==> src/rtl/fft_pkg.sv <==
// fft_pkg: shared FFT datapath defaults, twiddle unity constant and {re,im} pack helpers
package fft_pkg;
  localparam int DW_DEF = 12;
  localparam int TW_DEF = 12;
  localparam int TAGW_DEF = 8;
  localparam int TW_ONE = 2 ** (TW_DEF - 1) - 1;
  typedef logic signed [DW_DEF-1:0] comp_t;
  function automatic logic [2*DW_DEF-1:0] pack_c(input comp_t re, input comp_t im);
    return {re, im};
  endfunction
  function automatic comp_t re_of(input logic [2*DW_DEF-1:0] v);
    return v[2*DW_DEF-1:DW_DEF];
  endfunction
  function automatic comp_t im_of(input logic [2*DW_DEF-1:0] v);
    return v[DW_DEF-1:0];
  endfunction
endpackage

==> src/rtl/cmplx_mult_pipe.sv <==
// cmplx_mult_pipe: two-stage B*W complex multiply with Q1.(TW-1) rescale; BFLY_ROUND_EN selects round half-up
module cmplx_mult_pipe
  import fft_pkg::*;
#(
  parameter int DW = DW_DEF,
  parameter int TW = TW_DEF
) (
  input  logic              clk,
  input  logic              reset_p,
  input  logic              en,
  input  logic              in_valid,
  input  logic [2*DW-1:0]   in_b,
  input  logic [2*TW-1:0]   in_w,
  output logic              out_valid,
  output logic [2*DW+3:0]   out_bw
);
  localparam int PW = DW + TW;
`ifdef BFLY_ROUND_EN
  localparam logic signed [PW:0] RND = (PW+1)'(2 ** (TW - 2));
`else
  localparam logic signed [PW:0] RND = '0;
`endif
  logic signed [DW-1:0] br, bi;
  logic signed [TW-1:0] wr, wi;
  logic signed [PW-1:0] p_rr, p_ii, p_ri, p_ir;
  logic signed [PW:0] sr, si;
  logic v1;
  assign br = in_b[2*DW-1:DW];
  assign bi = in_b[DW-1:0];
  assign wr = in_w[2*TW-1:TW];
  assign wi = in_w[TW-1:0];
  assign sr = $signed({p_rr[PW-1], p_rr}) - $signed({p_ii[PW-1], p_ii}) + RND;
  assign si = $signed({p_ri[PW-1], p_ri}) + $signed({p_ir[PW-1], p_ir}) + RND;
  // dropping the low TW-1 bits is the floor shift; the top DW+2 bits hold the full range
  always_ff @(posedge clk) begin
    if (reset_p) begin
      v1 <= 1'b0;
      p_rr <= '0;
      p_ii <= '0;
      p_ri <= '0;
      p_ir <= '0;
      out_valid <= 1'b0;
      out_bw <= '0;
    end else if (en) begin
      v1 <= in_valid;
      p_rr <= PW'(br) * PW'(wr);
      p_ii <= PW'(bi) * PW'(wi);
      p_ri <= PW'(br) * PW'(wi);
      p_ir <= PW'(bi) * PW'(wr);
      out_valid <= v1;
      out_bw <= {sr[PW:TW-1], si[PW:TW-1]};
    end
  end
endmodule

==> src/rtl/butterfly_pipe.sv <==
// butterfly_pipe: 3-stage radix-2 DIT butterfly X0=A+WB, X1=A-WB with scale, saturation, sticky ovf
// BFLY_ROUND_EN: round half-up on both right shifts instead of floor
module butterfly_pipe
  import fft_pkg::*;
#(
  parameter int DW = DW_DEF,
  parameter int TW = TW_DEF,
  parameter int TAGW = TAGW_DEF
) (
  input  logic            clk,
  input  logic            reset_p,
  input  logic            in_valid,
  output logic            in_ready,
  input  logic [2*DW-1:0] in_a,
  input  logic [2*DW-1:0] in_b,
  input  logic [2*TW-1:0] in_w,
  input  logic            in_scale,
  input  logic [TAGW-1:0] in_tag,
  output logic            out_valid,
  input  logic            out_ready,
  output logic [2*DW-1:0] out_x0,
  output logic [2*DW-1:0] out_x1,
  output logic [TAGW-1:0] out_tag,
  output logic            ovf,
  input  logic            ovf_clr
);
  localparam int BW = DW + 2;
  localparam logic signed [DW+2:0] SMAX = (DW+3)'(2 ** (DW - 1) - 1);
  localparam logic signed [DW+2:0] SMIN = -(DW+3)'(2 ** (DW - 1));
`ifdef BFLY_ROUND_EN
  localparam logic signed [DW+2:0] RND1 = (DW+3)'(1);
`else
  localparam logic signed [DW+2:0] RND1 = '0;
`endif
  logic en, v2, sc1, sc2, ovf_set;
  logic [2*BW-1:0] bw;
  logic [2*DW-1:0] a1, a2;
  logic [TAGW-1:0] t1, t2;
  logic signed [DW+2:0] ar, ai, bwr, bwi;
  logic [DW:0] f0r, f0i, f1r, f1i;
  // returns {saturated, value}
  function automatic logic [DW:0] fin(input logic signed [DW+2:0] s, input logic sc);
    logic signed [DW+2:0] y;
    y = sc ? (s + RND1) >>> 1 : s;
    return y > SMAX ? {1'b1, SMAX[DW-1:0]} : y < SMIN ? {1'b1, SMIN[DW-1:0]} : {1'b0, y[DW-1:0]};
  endfunction
  assign en = !out_valid | out_ready;
  assign in_ready = en;
  cmplx_mult_pipe #(.DW(DW), .TW(TW)) u_mult (
    .clk(clk),
    .reset_p(reset_p),
    .en(en),
    .in_valid(in_valid),
    .in_b(in_b),
    .in_w(in_w),
    .out_valid(v2),
    .out_bw(bw)
  );
  assign ar = $signed({{3{a2[2*DW-1]}}, a2[2*DW-1:DW]});
  assign ai = $signed({{3{a2[DW-1]}}, a2[DW-1:0]});
  assign bwr = $signed({bw[2*BW-1], bw[2*BW-1:BW]});
  assign bwi = $signed({bw[BW-1], bw[BW-1:0]});
  assign f0r = fin(ar + bwr, sc2);
  assign f0i = fin(ai + bwi, sc2);
  assign f1r = fin(ar - bwr, sc2);
  assign f1i = fin(ai - bwi, sc2);
  assign ovf_set = en & v2 & (f0r[DW] | f0i[DW] | f1r[DW] | f1i[DW]);
  always_ff @(posedge clk) begin
    if (reset_p) begin
      a1 <= '0;
      a2 <= '0;
      sc1 <= 1'b0;
      sc2 <= 1'b0;
      t1 <= '0;
      t2 <= '0;
      out_valid <= 1'b0;
      out_x0 <= '0;
      out_x1 <= '0;
      out_tag <= '0;
      ovf <= 1'b0;
    end else begin
      if (en) begin
        a1 <= in_a;
        a2 <= a1;
        sc1 <= in_scale;
        sc2 <= sc1;
        t1 <= in_tag;
        t2 <= t1;
        out_valid <= v2;
        out_x0 <= {f0r[DW-1:0], f0i[DW-1:0]};
        out_x1 <= {f1r[DW-1:0], f1i[DW-1:0]};
        out_tag <= t2;
      end
      ovf <= ovf_set | (ovf & !ovf_clr);
    end
  end
endmodule

==> config.mk <==
export PLATFORM = sky130hd
export DESIGN_NAME = butterfly_pipe
export DESIGN_NICKNAME = d
export VERILOG_FILES = /design/src/rtl/fft_pkg.sv /design/src/rtl/cmplx_mult_pipe.sv /design/src/rtl/butterfly_pipe.sv
export SDC_FILE = /design/constraint.sdc
export NUM_CORES = 2
export LEC_CHECK = 0
export BUFFER_PORTS_ARGS = -buffer_cell sky130_fd_sc_hd__buf_2
export CAP_MARGIN = 20
export CORE_MARGIN = 3
export CORE_UTILIZATION = 62
export CTS_CLUSTER_DIAMETER = 150
export CTS_CLUSTER_SIZE = 20
export DETAILED_ROUTE_END_ITERATION = 10
export PLACE_DENSITY = 0.85
export SLEW_MARGIN = 20
export SYNTH_ARGS = -nofsm -noshare
export SYNTH_HDL_FRONTEND = slang
export SYNTH_HIERARCHICAL = 1
export SYNTH_SLANG_ARGS = --single-unit
==> constraint.sdc <==
create_clock -name clk -period 6.45 [get_ports clk]
set_input_delay 0.3225 -clock clk [delete_from_list [all_inputs] [get_ports clk]]
set_output_delay 0.3225 -clock clk [all_outputs]
set_load 0.1 [all_outputs]
==> metrics <==
status finished clean; Max Root-Sink Buffers 3; Syn Inst Count about 4,200; reg-to-reg slack, setup 2.63 ns; gpl congestion around 0.98; clk_skew roughly 0.023 ns; Clock transition at path regs ~0.09 ns; Post-Synth Adder-Cell Area 42.2%; syn avg cell area roughly 8.5 um2; chip height 245 um; Place WS around 0.35 ns; post-synthesis cell type count 91; ANT nets after route 0; Hold Crit Class input pin to flip-flop; clock sink count between 200 and 300; worst hold start in_tag[1]; register area about 5000 um2; root buffer cell clkbuf_16; post-synthesis mux area share approximately 2.4%; GRT Residual Overflow 0; number of core rows 86; Data arrival, critical path 6.07 ns; end of the worst register-to-register path out_x0[19]; # nets final around 5,100; slowest CP cell fa_1; DR vias 28,398; post-synthesis net count between 5,000 and 6,000; critical path cell sequence buf_2, nand2_1, fa_1, inv_1, ha_1, inv_1, fa_1, inv_1, fa_1, inv_1, fa_1, inv_1, ha_1, a21o_1, a21o_1, a21oi_1, nor4bb_1, nor3_1, o31ai_1, xnor2_1, a211oi_1; Core Region between 50,000 and 60,000 um2; vias in the first global route between 20,000 and 30,000; clk_lat worst skew around 0.52 ns; P&R area growth vs syn 4.49%; worst-case reg-to-reg path depth 11; Hold Path Sink t1[1]; DR iter-0 viols roughly 2,500; top post-synthesis cells by area fa_1, dfxtp_1, ha_1, inv_1, nand2_1; min cycle time layout ~5.6 ns; Initial Utilization 63.4%; YS warnings 6; wire length per cell approximately 18 um; Final Hold Slack 0.0511 ns; H-tree lvl count 1; gr usage total between 20 and 30%; initial antenna violation count 2; Fill cells 4,387; Post-CTS Setup Inserts 0; Hold Vio Cnt, Final 0; # setup viols final 0; worst-path maximum fanout 24; Netlist Area Pre-Place roughly 35,000 um2; Resized Gates After CTS 0; Tcrit/Tclk final 87.2%; largest area contributor in the netlist fa_1; Slew Viols, Final 0; Max Cap Violations 0; #FFs+latches synth 250; CTS tree done; R2R Path Start u_mult/out_bw[15]; die area between 60,000 and 70,000 um2; Top cell by count, worst path inv_1; share of layout cells above drive strength 1 under 10%; Crit path max-delay family adder cells; main combinational cell family by area after synthesis adder cells; largest net degree at the start of global routing 119; first-pass GRT wire length between 100,000 and 150,000 um; Post-synth EDFFs 0; worst rel slew slack 32.7%; RSZ-0062 raised after global routing no; top-count cell post-synth inv_1; worst-margin pin slew approximately 1 ns; Die W between 200 and 250 um; drt pass-1 iters 8; async set-reset flop share out of synthesis 0%; DR vias/cell 5.77; crit path launch type input pin; # hold bufs at CTS 0; post-route setup slack 0.827 ns; Post-synth top flop dfxtp_1; XOR/XNOR share of the synthesized area about 3.5%; CP bufs+invs 6; CP max stage delay about 0.57 ns; fmax 178 MHz; footprint of the multi-input gates approximately 27,000 um2; final wirelength ~88,000 um; hold path cells 3; number of buffers created by CTS 16; # DRC 0; top cells by count, synth inv_1, nand2_1, fa_1, ha_1, nor2_1; Port Buffers 144; Synth Area in Compound Gates between 10% and 20%; setup_tns 0 ns; share of Yosys cell area claimed by the top area cell type 31.4%; worst path required time ~7 ns; HPWL after DPL approximately 67,000 um; sequential share of the synthesized area between 10% and 20%; simple-gate share of the synthesized area between 10% and 20%; I/O pin total 145; crit path capture type flip-flop; CP Class input pin to flip-flop
[worst min-delay path, cell delays in order]
cell	delay (ns)
buf_2	0.09
nand2_1	0.04
a21oi_1	0.05
[per-layer routing]
metal | part of all wire [%] | track usage (%) | vias to the layer above
met3 | 8.9 | 5.23 | 209
met1 | 41 | 39.7 | 13824
li1 | - | - | 13043
met4 | 6.1 | 14.9 | 0
met2 | 44 | 46.8 | 1322
met5 | 0 | 0 | -
[final cells by class]
type / instances / area share (%)
multi-input cells: 2963 / 72.3
repair buffers: 179 / 2.67
clock inverters: 1 / 0.0304
diodes: 2 / 0.0135
inverters: 763 / 7.76
clock buffers: 17 / 1.15
well taps: 748 / 2.53
flip-flops and latches: 250 / 13.5
[placed cells by master, fill, tap and decap left out, drive strengths merged, types with 61 or more instances in the layout]
cell   count
a21oi    198
and2     176
buf      179
dfxtp    250
fa       556
ha       306
inv      761
mux2i     76
nand2    606
nor2     278
nor3      61
o21ai     89
xnor2     97
[flip-flops by register name, indices dropped and copies added (netlist names), 24 cells and up]
signal and count:
u_mult/out_bw 28, u_mult/p_ir 24, u_mult/p_rr 24, a2 24, out_x1 24, out_x0 24
u_mult/p_ri 24, u_mult/p_ii 24, a1 24
[how the worst max path moves through the flow]
stage,startpoint,to,slack (ns),cells after the start
6_report,in_w[12],u_mult/p_rr[23],0.83,21
3_5_place_dp,in_w[12],u_mult/p_rr[23],0.35,21
5_1_grt,in_w[12],u_mult/p_rr[23],0.46,21
2_1_floorplan,in_w[12],u_mult/p_ir[23],1.01,21
3_3_place_gp,in_w[12],u_mult/p_ir[22],0.60,21
4_1_cts,in_w[12],u_mult/p_rr[23],0.90,21
[per-stage QoR]
step	instances	area (um2)	util, %
after detailed placement	4903	36600	65.5
final	4923	37000	66.3
after CTS	4921	37000	66.2
after global routing	4922	37000	66.2
after global placement	4903	36600	65.5
after floorplan	4177	35400	-
[logic make-up (layout without fill, tap and decap cells)]
kind of cell	Yosys count	after routing
AO/OA/AOI/OAI	580	580
XOR/XNOR	138	138
adder cells (fa/ha/maj)	862	862
buffers and inverters	964	960
flip-flops	250	250
multiplexers	85	85
other	0	2
AND/OR/NAND/NOR	1298	1298
Power is not shown: default switching activity piles up to over one toggle a cycle in this logic, so the estimate is an artifact.
